<file path="config.mk">
export PLATFORM = sky130hd
export DESIGN_NAME = mem_bus_arbiter
export DESIGN_NICKNAME = d
export VERILOG_FILES = /design/src/rtl/mem_bus_pkg.sv /design/src/rtl/rr_pick2.sv /design/src/rtl/mem_bus_arbiter.sv
export SDC_FILE = /design/constraint.sdc
export NUM_CORES = 1
export LEC_CHECK = 0
export ABC_AREA = 1
export BUFFER_PORTS_ARGS = -buffer_cell sky130_fd_sc_hd__buf_2
export CAP_MARGIN = 20
export CORE_MARGIN = 2
export CORE_UTILIZATION = 43
export CTS_BUF_LIST = sky130_fd_sc_hd__clkbuf_4 sky130_fd_sc_hd__clkbuf_8
export DETAILED_ROUTE_END_ITERATION = 12
export PLACE_DENSITY = 0.84
export SYNTH_ARGS = -nofsm -noshare
export SYNTH_HDL_FRONTEND = slang
export SYNTH_HIERARCHICAL = 1
export SYNTH_SLANG_ARGS = --single-unit
</file>
<file path="constraint.sdc">
create_clock -name Clock -period 1.3 [get_ports Clock]
set_clock_uncertainty 0.2 [all_clocks]
set_input_delay 0.26 -clock Clock [delete_from_list [all_inputs] [get_ports Clock]]
set_output_delay 0.26 -clock Clock [all_outputs]
set_load 0.02 [all_outputs]
</file>
<file path="src/rtl/mem_bus_pkg.sv">
// Shared definitions for the memory bus arbiter: FSM states, region decode
// constants and default widths.
package mem_bus_pkg;

    localparam int DATA_W_DEF = 16;
    localparam int RAM_AW_DEF = 7;

    localparam logic [3:0] REGION_RAM = 4'h0;
    localparam logic [3:0] REGION_LED = 4'h1;

    typedef enum logic [1:0] {
        ST_IDLE   = 2'd0,
        ST_ACCESS = 2'd1,
        ST_RDWAIT = 2'd2,
        ST_RETURN = 2'd3
    } state_t;

    typedef enum logic [1:0] {
        RGN_RAM  = 2'd0,
        RGN_LED  = 2'd1,
        RGN_NONE = 2'd2
    } region_t;

    // Maps the top nibble of a bus address onto the region it selects.
    function automatic region_t decode_region(input logic [3:0] page);
        region_t rgn;
        rgn = RGN_NONE;
        if (page == REGION_RAM) begin
            rgn = RGN_RAM;
        end else if (page == REGION_LED) begin
            rgn = RGN_LED;
        end
        return rgn;
    endfunction

endpackage

</file>
<file path="src/rtl/rr_pick2.sv">
// Two-input round-robin pick: ptr names the port favoured on a tie; the
// winner's opposite becomes favoured next.
module rr_pick2 (
    input  logic [1:0] req,
    input  logic       ptr,
    output logic [1:0] gnt,
    output logic       next_ptr
);

    always_comb begin
        // NOTE: every output gets a default before the case so no path can
        // leave one unassigned and infer a latch.
        gnt      = 2'b00;
        next_ptr = ptr;
        case (req)
            2'b01: begin
                gnt      = 2'b01;
                next_ptr = 1'b1;
            end
            2'b10: begin
                gnt      = 2'b10;
                next_ptr = 1'b0;
            end
            2'b11: begin
                gnt      = ptr ? 2'b10 : 2'b01;
                next_ptr = ~ptr;
            end
            default: ;
        endcase
    end

endmodule

</file>
<file path="src/rtl/mem_bus_arbiter.sv">
// Two-port arbiter in front of a synchronous RAM plus a memory-mapped LED
// register; fixed-latency reads, round-robin between processor and loader.
module mem_bus_arbiter
    import mem_bus_pkg::*;
#(
    parameter int DATA_W = DATA_W_DEF,
    parameter int RAM_AW = RAM_AW_DEF
) (
    input  logic              Clock,
    input  logic              Resetn,
    input  logic [1:0]        Req,
    input  logic [1:0]        We,
    input  logic [15:0]       Addr0,
    input  logic [15:0]       Addr1,
    input  logic [DATA_W-1:0] Wdata0,
    input  logic [DATA_W-1:0] Wdata1,
    output logic [1:0]        Gnt,
    output logic [1:0]        Rvalid,
    output logic [DATA_W-1:0] Rdata,
    output logic [RAM_AW-1:0] MemAddr,
    output logic              MemWren,
    output logic [DATA_W-1:0] MemData,
    input  logic [DATA_W-1:0] MemQ,
    output logic [DATA_W-1:0] LedOut
);

    state_t              state;
    logic                rr_ptr;
    logic [1:0]          pick;
    logic                pick_next_ptr;

    logic                port_q;
    logic                we_q;
    region_t             region_q;
    logic [RAM_AW-1:0]   ram_addr_q;
    logic [DATA_W-1:0]   wdata_q;

    logic [15:0]         win_addr;
    logic [DATA_W-1:0]   win_wdata;
    logic                win_we;
    logic                unused_addr_mid;

    rr_pick2 u_pick (
        .req      (Req),
        .ptr      (rr_ptr),
        .gnt      (pick),
        .next_ptr (pick_next_ptr)
    );

    assign win_addr  = pick[1] ? Addr1  : Addr0;
    assign win_wdata = pick[1] ? Wdata1 : Wdata0;
    assign win_we    = We[pick[1]];

    // Address bits between the RAM index and the region nibble do not
    // select anything, which is what makes RAM accesses alias.
    assign unused_addr_mid = ^win_addr[11:RAM_AW];

    // Derived straight from state so that an asynchronous reset drops the
    // write strobe immediately instead of waiting for a clock edge.
    assign MemAddr = ram_addr_q;
    assign MemData = wdata_q;
    assign MemWren = (state == ST_ACCESS) && we_q && (region_q == RGN_RAM);

    // NOTE: all state here is updated with non-blocking assignments so that
    // every register samples the pre-edge values of its neighbours.
    always_ff @(posedge Clock or negedge Resetn) begin
        if (!Resetn) begin
            state      <= ST_IDLE;
            rr_ptr     <= 1'b0;
            port_q     <= 1'b0;
            we_q       <= 1'b0;
            region_q   <= RGN_NONE;
            ram_addr_q <= '0;
            wdata_q    <= '0;
            Gnt        <= 2'b00;
            Rvalid     <= 2'b00;
            Rdata      <= '0;
            LedOut     <= '0;
        end else begin
            Gnt    <= 2'b00;
            Rvalid <= 2'b00;

            case (state)
                ST_IDLE: begin
                    if (|Req) begin
                        port_q     <= pick[1];
                        we_q       <= win_we;
                        region_q   <= decode_region(win_addr[15:12]);
                        ram_addr_q <= win_addr[RAM_AW-1:0];
                        wdata_q    <= win_wdata;
                        Gnt        <= pick;
                        rr_ptr     <= pick_next_ptr;
                        state      <= ST_ACCESS;
                    end
                end

                ST_ACCESS: begin
                    if (we_q) begin
                        if (region_q == RGN_LED) begin
                            LedOut <= wdata_q;
                        end
                        state <= ST_IDLE;
                    end else begin
                        state <= ST_RDWAIT;
                    end
                end

                ST_RDWAIT: begin
                    // Every region takes this same path so read latency is
                    // independent of the address.
                    case (region_q)
                        RGN_RAM: Rdata <= MemQ;
                        RGN_LED: Rdata <= LedOut;
                        default: Rdata <= '0;
                    endcase
                    state <= ST_RETURN;
                end

                ST_RETURN: begin
                    Rvalid <= port_q ? 2'b10 : 2'b01;
                    state  <= ST_IDLE;
                end

                default: state <= ST_IDLE;
            endcase
        end
    end

endmodule

</file>
==> metrics.cfg, run 1 <==
[clock_network]
insertion_delay_ns=0.33
ctsRootBufferMaster=clkbuf_8
ctsHtreeMaxLevel=3
cts_made_buffers=9
clockBufferDepth=2
clk_pin_slew_worst_paths_ns=0.07
cts_sinks=66
cts_tree=done

[detailed_routing]
via_per_inst=4.813
vias=3470
ant_nets=0
drt_iter0_drc=135
drc=0
wire_per_inst_microns=14.88
routed_wl_microns=10730
firstDrtPassIters=4

[synthesis]
synthTopCellsByArea=dfrtp_1, nand2_1, o21ai_0
ys_types=20
syn-instance-count=414
synth_seq_cells=66
yosys.area.top_type=dfrtp_1
yosysWarnings=6
syn_area_sq_um=3073
seq_area_frac_synth_pct=53.79
syn-mean-instance-area_sq_um=7.423
syn_nets=500
synth_top_area_share_pct=52.93

[sta]
relSlewSlack_pct=72.71
hold-worst-slack_ns=0.02401
fmax_ghz=0.6000
fin_ws_ns=-0.3666
setup_viol_count_final=121
layout_min_cycle_time_ns=1.667
finalHoldViolations=0
fin_crit_sh_pct=128.2
worstMarginPinSlew_ns=0.4094
drv_slew=0
grt_setup_unrepaired=true

[floorplan]
core_area_sq_um=6869
die_area_sq_um=7838
ioPinCount=146
rows=30
die_y_microns=88.54
dieWidth_microns=88.54
start_util_pct=44.74

[setup_path]
path_class=reg2out
endpoint_kind=output port
arrival_ns=1.21
crit_fanout=3
regToRegSetupSlack_ns=-0.34
required_ns=0.84
worstRegToRegCells=8
start_kind=flip-flop

[layout]
syn2layout_area_growth_pct=76.43
drive_above_1_share_pct=45.76
num_antenna_cells=0
fin_nets=707

[grt]
grt_max_degree=35
grt_overflow=0
grt_pass1_wl_microns=15920
grt_usage_pct=26.59
grt_pass1_vias=3475
antenna_found_initial=0

[power_and_ir_drop]
power.density_nw_per_um2=2392
p_leak_nw=3.074
vdd_drop_max_mv=1.021

[run_status]
status=finished with violations
violations=negative setup slack

[hold_path]
holdPathStages=5
hold_path.class=in2reg

[place]
dp_hpwl_microns=6148
place_congestion=0.8020
port_buffers=135
preCtsSetupSlack_ns=-0.2199

[flow_run]
maxCapViolCount=0

cells by family after synthesis:
kind of cell,count (synthesis),share of synthesized area [%]
compound gates,36,5.904
buf+inv,48,7.288
flops,66,53.79
simple gates,264,33.02
sequential cells by signal, indices dropped and copies added (netlist names), named ones only:
signal    cells
we_q          1
Rdata        16
MemData      16
Rvalid        2
MemAddr       7
Gnt           2
state         1
LedOut       16
region_q      2
rr_ptr        1
port_q        1
where the power goes:
group / switching [W] / leakage, nW / internal [W]
clock: 0.000756 / 0.0954 / 0.000798
sequential: 0.000727 / 0.856 / 0.00297
combinational: 0.00398 / 2.12 / 0.00374
per-layer routing:
layer | vias up | share of wire [%] | track usage [%]
li1 | 1664 | - | -
met2 | 152 | 54 | 48.19
met5 | - | 0 | 0
met1 | 1633 | 38 | 31.33
met4 | 0 | 2.3 | 10.61
met3 | 21 | 5.5 | 4.384
what timing repair did:
| action | CTS | global route |
|---|---|---|
| gates cloned | 5 | 3 |
| gates resized for setup | 174 | 68 |
| pin swaps | 12 | 28 |
| setup endpoints to repair | 122 | 123 |
| hold buffers | 3 | 0 |
| endpoints found under the hold margin | 68 | 0 |
| setup buffers | 39 | 12 |
worst max-delay path, cell delays in order (launching register included):
cell and delay [ns]:
dfrtp_1 0.41, inv_2 0.09, nand3_4 0.08, nor3_4 0.15, buf_6 0.14
per-stage QoR:
stage | utilization [%] | std cells | total power (W) | area [sq um] | setup TNS, ns
4_1_cts | 75.54 | 713 | 0.01213 | 5189 | -13.64
6_report | 78.93 | 721 | 0.01297 | 5421 | -17.11
2_1_floorplan | - | 414 | 0.006477 | 3163 | -0.07361
5_1_grt | 78.93 | 721 | 0.01370 | 5421 | -21.95
3_5_place_dp | 58.94 | 651 | 0.008326 | 4049 | -7.394
3_3_place_gp | 58.94 | 651 | 0.008113 | 4049 | -4.746
synth_stat cells (all sizes together):
cell	instances
buf	16
and3	1
a21oi	1
inv	31
dfrtp	65
nor3	2
clkbuf	1
nor2	11
dfstp	1
a31oi	1
nand2	247
nand3	3
o21ai	34
worst paths after layout:
path	startpoint	end
min in group asynchronous	Resetn	Rvalid[1]
min	Addr1[0]	MemAddr[0]
max reg2reg	flip-flop	Rdata[5]
min reg2reg	port_q	Rvalid[0]
max in group asynchronous	Resetn	region_q[0]
max	flip-flop	MemWren
cell usage in the layout (no fill, tap or decap), drive strengths merged:
| cell type | instances |
|---|---|
| nor3 | 2 |
| inv | 31 |
| nand2 | 247 |
| dfstp | 1 |
| and3 | 1 |
| dfrtp | 65 |
| buf | 205 |
| nor2 | 11 |
| clkinv | 5 |
| dlygate4sd3 | 3 |
| a31oi | 1 |
| clkbuf | 15 |
| a21oi | 1 |
| nand3 | 3 |
| o21ai | 34 |
cell type report:
cell class,count,area [sq um]
inverter,31,131.4
timing repair inverter,2,15.01
multi-input combinational,300,1469
clock inverter,3,15.01
tap,96,120.1
clock buffer,12,158.9
fill,454,1448
timing repair buffer,211,1857
sequential,66,1655
Power figures use the tool's default switching activity.
==> run 2: changes to the inputs <==
==> constraint.sdc (replaced) <==
create_clock -name Clock -period 1.4 [get_ports Clock]
set_clock_uncertainty 0.2 [all_clocks]
set_input_delay 0.28 -clock Clock [delete_from_list [all_inputs] [get_ports Clock]]
set_output_delay 0.28 -clock Clock [all_outputs]
set_load 0.02 [all_outputs]
==> metrics.cfg, run 2 (synthesis gave the netlist of run 1 again) <==
[power_and_ir_drop]
p_sw_w=0.004459  ; was 0.005459 W
p_int_w=0.005661  ; was 0.007511 W
power.density_nw_per_um2=2178  ; was 2392 nW/um^2
pwr-share-comb_pct=53.3  ; was 59.5%
power.share.switching_pct=44.06  ; was 42.09%
vdd_drop_max_mv=0.9673  ; was 1.021 mV
p_total_w=0.01012  ; was 0.01297 W
seq_power_share_pct=32.3  ; was 28.5%
power_frac_clock_pct=14.4  ; was 12.0%
p_leak_nw=2.734  ; was 3.074 nW

[place]
placed_cell_area_sq_um=3970  ; was 4049 sq um
place_congestion=0.8901  ; was 0.8020
dp_hpwl_microns=5893  ; was 6148 microns
port_buffers=135  ; unchanged

[sta]
finalHoldViolations=0  ; unchanged
hold-worst-slack_ns=0.03454  ; was 0.02401 ns
layout_min_cycle_time_ns=1.632
grt_setup_unrepaired=true  ; unchanged
setup_viol_count_final=61  ; was 121
fin_ws_ns=-0.2320  ; was -0.3666 ns
relSlewSlack_pct=76.12  ; was 72.71%
fmax_ghz=0.6127
worstMarginPinSlew_ns=0.3582  ; was 0.4094 ns
fin_crit_sh_pct=116.6
drv_slew=0  ; unchanged

[detailed_routing]
routed_wl_microns=9300  ; was 10730 microns
via_per_inst=4.662  ; was 4.813
drt_iter0_drc=158  ; was 135
firstDrtPassIters=4  ; unchanged
vias=3240  ; was 3470
drc=0  ; unchanged
ant_nets=0  ; unchanged
wire_per_inst_microns=13.38  ; was 14.88 microns

[setup_path]
cpLargestDelayFamily=flip-flops  ; unchanged
path_cells=inv_2, nand3_4, nor3_4, buf_6  ; unchanged
path_class=reg2out  ; unchanged
start_kind=flip-flop  ; unchanged
arrival_ns=1.15  ; was 1.21 ns
endpoint_kind=output port  ; unchanged
critPathMaxStageDelay_ns=0.40  ; was 0.41 ns
regToRegSetupSlack_ns=-0.15  ; was -0.34 ns
r2r_end=LedOut[0]  ; was Rdata[5]
critical_path_buf_inv_count=2  ; unchanged
crit_fanout=2  ; was 3
slowest_stage=dfrtp_1  ; unchanged
worstRegToRegCells=7  ; was 8
required_ns=0.92  ; was 0.84 ns

[hold_path]
hold_path.class=in2reg  ; unchanged
min_to=MemAddr[0]  ; unchanged
holdPathStages=5  ; unchanged
hp-start=Addr0[0]  ; was Addr1[0]

[flow_run]
maxCapViolCount=0  ; unchanged

[floorplan]
die_area_sq_um=7838  ; unchanged
ioPinCount=146  ; unchanged
die_y_microns=88.54  ; unchanged
start_util_pct=44.74  ; unchanged
core_area_sq_um=6869  ; unchanged
rows=30  ; unchanged
dieWidth_microns=88.54  ; unchanged

[clock_network]
ctsRootBufferMaster=clkbuf_8  ; unchanged
cts_tree=done  ; unchanged
cts_sinks=66  ; unchanged
insertion_delay_ns=0.33  ; about the same
clk_pin_slew_worst_paths_ns=0.07  ; about the same
ctsHtreeMaxLevel=3  ; unchanged
clockBufferDepth=2  ; unchanged
cts_made_buffers=9  ; unchanged

[layout]
fin_area_sq_um=4647  ; was 5421 sq um
fin_nets=680  ; was 707
drive_above_1_share_pct=39.73  ; was 45.76%
nFillCells=574  ; was 454
final_common_cell=nand2_1  ; unchanged
layout_common_cells=nand2_1, buf_2, dfrtp_1, buf_4, inv_1  ; was nand2_1, buf_6, buf_2, dfrtp_1, buf_4
register_area_sq_um=1654  ; was 1655 sq um
num_antenna_cells=0  ; unchanged
syn2layout_area_growth_pct=51.22  ; was 76.43%
multi_input_comb_area_sq_um=1325  ; was 1469 sq um

[grt]
grt_overflow=0  ; unchanged
grt_max_degree=67  ; was 35
grt_pass1_wl_microns=14180  ; was 15920 microns
grt_pass1_vias=3068  ; was 3475
grt_usage_pct=23.60  ; was 26.59%
antenna_found_initial=0  ; unchanged

[run_status]
status=finished with violations  ; unchanged
violations=negative setup slack  ; unchanged

run 2: changes by cell type in the layout (fill, tap and decap cells not counted), moves of 3 or more:
cell,previous run,this run
o21ai_1,14,19
buf_6,76,11
o21ai_2,19,12
nand2_4,19,4
buf_4,45,38
inv_2,1,4
nand2_1,219,234
buf_2,75,127
run 2: final cells by class:
| class | count | area share [%] |
|---|---|---|
| Timing Repair Buffer | 186 | 26.79 |
| Sequential cell | 66 | 35.60 |
| Tap cell | 96 | 2.585 |
| Multi-Input combinational cell | 300 | 28.51 |
| Clock inverter | 5 | 0.8347 |
| Clock buffer | 11 | 3.123 |
| Inverter | 31 | 2.558 |
run 2: worst max-delay path by stage:
stage | from | to | slack (ns) | depth (start not counted)
after floorplan | rr_ptr | MemData[11] | -0.009 | 9
after global placement | region_q[0] | Rdata[9] | -0.05 | 5
after detailed placement | region_q[0] | Rdata[9] | -0.08 | 5
after CTS | region_q[0] | MemWren | -0.23 | 3
after global routing | flip-flop | MemWren | -0.27 | 4
final | flip-flop | MemWren | -0.23 | 4
run 2: per-stage QoR:
step / worst slack (ns) / util [%] / cells / setup TNS [ns]
final: -0.2320 / 67.65 / 695 / -4.120
after global routing: -0.2739 / 67.65 / 695 / -7.656
after CTS: -0.2349 / 64.92 / 684 / -3.272
after detailed placement: -0.07508 / 57.80 / 646 / -0.9995
after global placement: -0.05278 / 57.80 / 646 / -0.6476
after floorplan: -0.009059 / - / 414 / -0.1402
run 2: worst min-delay path, delay by kind of cell:
kind,cells,cell delay [ns]
and+or+nand+nor,4,0.18
buffers and inverters,1,0.07
run 2: what timing repair did:
action / CTS / global route
gates resized for setup: 44 / 42
setup buffers: 19 / 11
endpoints found under the setup margin: 33 / 73
hold endpoints to repair: 65 / 0
pin swaps: 5 / 11
cloned: 3 / 2
hold buffers: 1 / 0
run 2: metal layers:
metal	track usage, %	routed length, microns
met4	8.402	163
met3	3.265	456
met5	0	0
met1	30.07	3928
met2	41.15	4752
run 2: power by group through the flow:
| stage | clock, W | sequential (W) | combinational (W) |
|---|---|---|---|
| after CTS | 0.00149 | 0.00324 | 0.00487 |
| after floorplan | 0 | 0.00418 | 0.00166 |
| after detailed placement | 0 | 0.00332 | 0.00423 |
| after global routing | 0.00158 | 0.00334 | 0.00588 |
| final | 0.00146 | 0.00326 | 0.00540 |
| after global placement | 0 | 0.00330 | 0.00410 |
==> run 3: changes to the inputs <==
--- a/config.mk
+++ b/config.mk
@@ -12,8 +12,8 @@
 export CORE_UTILIZATION = 43
 export CTS_BUF_LIST = sky130_fd_sc_hd__clkbuf_4 sky130_fd_sc_hd__clkbuf_8
 export DETAILED_ROUTE_END_ITERATION = 12
-export PLACE_DENSITY = 0.84
+export GPL_ROUTABILITY_DRIVEN = 0
+export PLACE_DENSITY = 0.78
 export SYNTH_ARGS = -nofsm -noshare
 export SYNTH_HDL_FRONTEND = slang
-export SYNTH_HIERARCHICAL = 1
 export SYNTH_SLANG_ARGS = --single-unit
==> metrics.cfg, run 3 <==
[setup_path]
required_ns=1.46  ; was 0.92 ns
arrival_ns=1.74  ; was 1.15 ns
crit_fanout=17  ; was 2
path_class=reg2reg  ; was reg2out
r2r_end=region_q[0]  ; was LedOut[0]
r2r-start=region_q[0]
worstRegToRegCells=3  ; was 7
start_kind=flip-flop  ; unchanged
regToRegSetupSlack_ns=-0.28  ; was -0.15 ns
endpoint_kind=flip-flop  ; was output port

[layout]
fin_nets=648  ; was 680
final_cell_count_no_fill=663  ; was 695
final_common_cell=buf_2  ; was nand2_1
layout_common_cells=buf_2, dfrtp_1, buf_4, nor2_1, nand2_1  ; was nand2_1, buf_2, dfrtp_1, buf_4, inv_1
syn2layout_area_growth_pct=77.13  ; was 51.22%
utilization_pct=78.58  ; was 67.65%
num_antenna_cells=0  ; unchanged
nFillCells=426  ; was 574
drive_above_1_share_pct=49.74  ; was 39.73%

[place]
port_buffers=135  ; unchanged
dp_cells=572  ; was 646
dp_hpwl_microns=5595  ; was 5893 microns

[detailed_routing]
drc=0  ; unchanged
ant_nets=0  ; unchanged
wire_per_inst_microns=16.02  ; was 13.38 microns
drt_iter0_drc=265  ; was 158
routed_wl_microns=10620  ; was 9300 microns
vias=3362  ; was 3240
via_per_inst=5.071  ; was 4.662
firstDrtPassIters=5  ; was 4

[clock_network]
ctsRootBufferMaster=clkbuf_8  ; unchanged
insertion_delay_ns=0.34  ; was 0.33 ns
clockBufferDepth=2  ; unchanged
cts_tree=done  ; unchanged
ctsHtreeMaxLevel=3  ; unchanged
clk_pin_slew_worst_paths_ns=0.09  ; was 0.07 ns
cts_sinks=66  ; unchanged
cts_made_buffers=9  ; unchanged

[synthesis]
yosysWarnings=0  ; was 6
async_flop_share_pct=100.0  ; unchanged
syn_area_sq_um=3014  ; was 3073 sq um
synth-edff-count=0  ; unchanged
syn-instance-count=340  ; was 414
seq_area_frac_synth_pct=54.84  ; was 53.79%
ys_types=25  ; was 20
ys_top_cells_by_count=nand2_1, dfrtp_1, nor2_1  ; was nand2_1, dfrtp_1, o21ai_0
syn-mean-instance-area_sq_um=8.865  ; was 7.423 sq um
synth_top_area_share_pct=53.96  ; was 52.93%
synthTopCellsByArea=dfrtp_1, nand2_1, o21ai_0  ; unchanged
syn_nets=426  ; was 500
yosys.area.top_type=dfrtp_1  ; unchanged
synth_seq_cells=66  ; unchanged
synth-main-ff-cell=dfrtp_1  ; unchanged
yosysMostFrequentCell=nand2_1  ; unchanged

[floorplan]
die_y_microns=87.73  ; was 88.54 microns
start_util_pct=44.36  ; was 44.74%
core_area_sq_um=6794  ; was 6869 sq um
rows=30  ; unchanged
ioPinCount=146  ; unchanged
dieWidth_microns=87.73  ; was 88.54 microns
die_area_sq_um=7696  ; was 7838 sq um

[grt]
grt_pass1_wl_microns=15250  ; was 14180 microns
grt_overflow=0  ; unchanged
grt_usage_pct=25.75  ; was 23.60%
grt_max_degree=48  ; was 67
antenna_found_initial=0  ; unchanged
grt_pass1_vias=3157  ; was 3068

[sta]
fmax_ghz=0.5935  ; was 0.6127 GHz
drv_slew=0  ; unchanged
fin_crit_sh_pct=120.3  ; was 116.6%
fin_ws_ns=-0.2849  ; was -0.2320 ns
layout_min_cycle_time_ns=1.685  ; was 1.632 ns
worstMarginPinSlew_ns=0.5044  ; was 0.3582 ns
relSlewSlack_pct=66.17  ; was 76.12%
grt_setup_unrepaired=true  ; unchanged
hold-worst-slack_ns=-0.007933  ; was 0.03454 ns
setup_viol_count_final=61  ; unchanged
finalHoldViolations=2  ; was 0

[flow_run]
maxCapViolCount=0  ; unchanged

[power_and_ir_drop]
power.density_nw_per_um2=2337  ; was 2178 nW/um^2
vdd_drop_max_mv=1.056  ; was 0.9673 mV
p_leak_nw=2.630  ; was 2.734 nW

[hold_path]
min_to=Rdata[5]  ; was MemAddr[0]
hp-start=MemQ[5]  ; was Addr0[0]
hold_path.class=in2reg  ; unchanged
holdPathStages=3  ; was 5

[run_status]
violations=negative hold slack, negative setup slack  ; was negative setup slack
status=finished with violations  ; unchanged

run 3: worst max-delay path by stage:
stage / start / endpoint / slack [ns] / cells after the start
after floorplan: flip-flop / MemWren / -0.09 / 4
after global placement: flip-flop / MemData[9] / -0.10 / 6
after detailed placement: flip-flop / MemAddr[6] / -0.16 / 6
after CTS: state[0] / MemWren / -0.24 / 4
after global routing: region_q[0] / Rdata[0] / -0.33 / 3
final: region_q[0] / region_q[0] / -0.28 / 3
run 3: worst max-delay path, stage by stage, from the launching register on:
cell      delay (ns)
dfrtp_1         0.48
clkinv_1        0.48
nor2_1          0.30
o21bai_1        0.14
run 3: timing repair:
action | in CTS | in global routing
endpoints found under the setup margin | 83 | 103
pin swaps | 7 | 9
resized for setup | 49 | 91
hold buffers | 24 | 1
cloned | 3 | 2
endpoints found under the hold margin | 86 | 1
setup buffers | 36 | 13
run 3: area by class of cell:
| cell class | count | area (sq um) | area share, % |
|---|---|---|---|
| inverter | 11 | 48.80 | 0.9140 |
| tap | 96 | 120.1 | 2.250 |
| clock inverter | 7 | 100.1 | 1.875 |
| clock buffer | 9 | 123.9 | 2.320 |
| timing repair buffer | 232 | 1972 | 36.93 |
| sequential | 66 | 1653 | 30.96 |
| multi-input combinational | 242 | 1321 | 24.75 |
run 3: logic make-up (layout without fill, tap and decap cells):
logic type	after synthesis	count (layout)	synth area share, %
simple gates	155	155	21.75
buf+inv	32	259	5.189
flops	66	66	54.84
compound gates	87	87	18.22
run 3: power breakdown:
group / internal (W) / switching (W)
registers: 0.00280 / 0.000705
logic: 0.00348 / 0.00367
clock network: 0.00101 / 0.000814
run 3: metal layers:
metal / routed length [microns] / track usage, % / vias to the layer above / part of all wire, %
met2: 5553 / 43.53 / 155 / 52
met4: 199 / 8.811 / 0 / 1.9
met1: 4327 / 33.64 / 1596 / 41
met3: 543 / 4.336 / 19 / 5.1
met5: 0 / 0 / - / 0
li1: - / - / 1592 / -
run 3: per-stage QoR:
stage	TNS (ns)	total power [W]	cell area, sq um	worst slack [ns]
final	-8.296	0.01248	5339	-0.2849
after CTS	-8.274	0.01120	4949	-0.2373
after global routing	-11.95	0.01318	5339	-0.3292
after detailed placement	-6.281	0.008166	3969	-0.1584
after floorplan	-0.2168	0.006372	3047	-0.09300
after global placement	-4.746	0.008028	3969	-0.1014
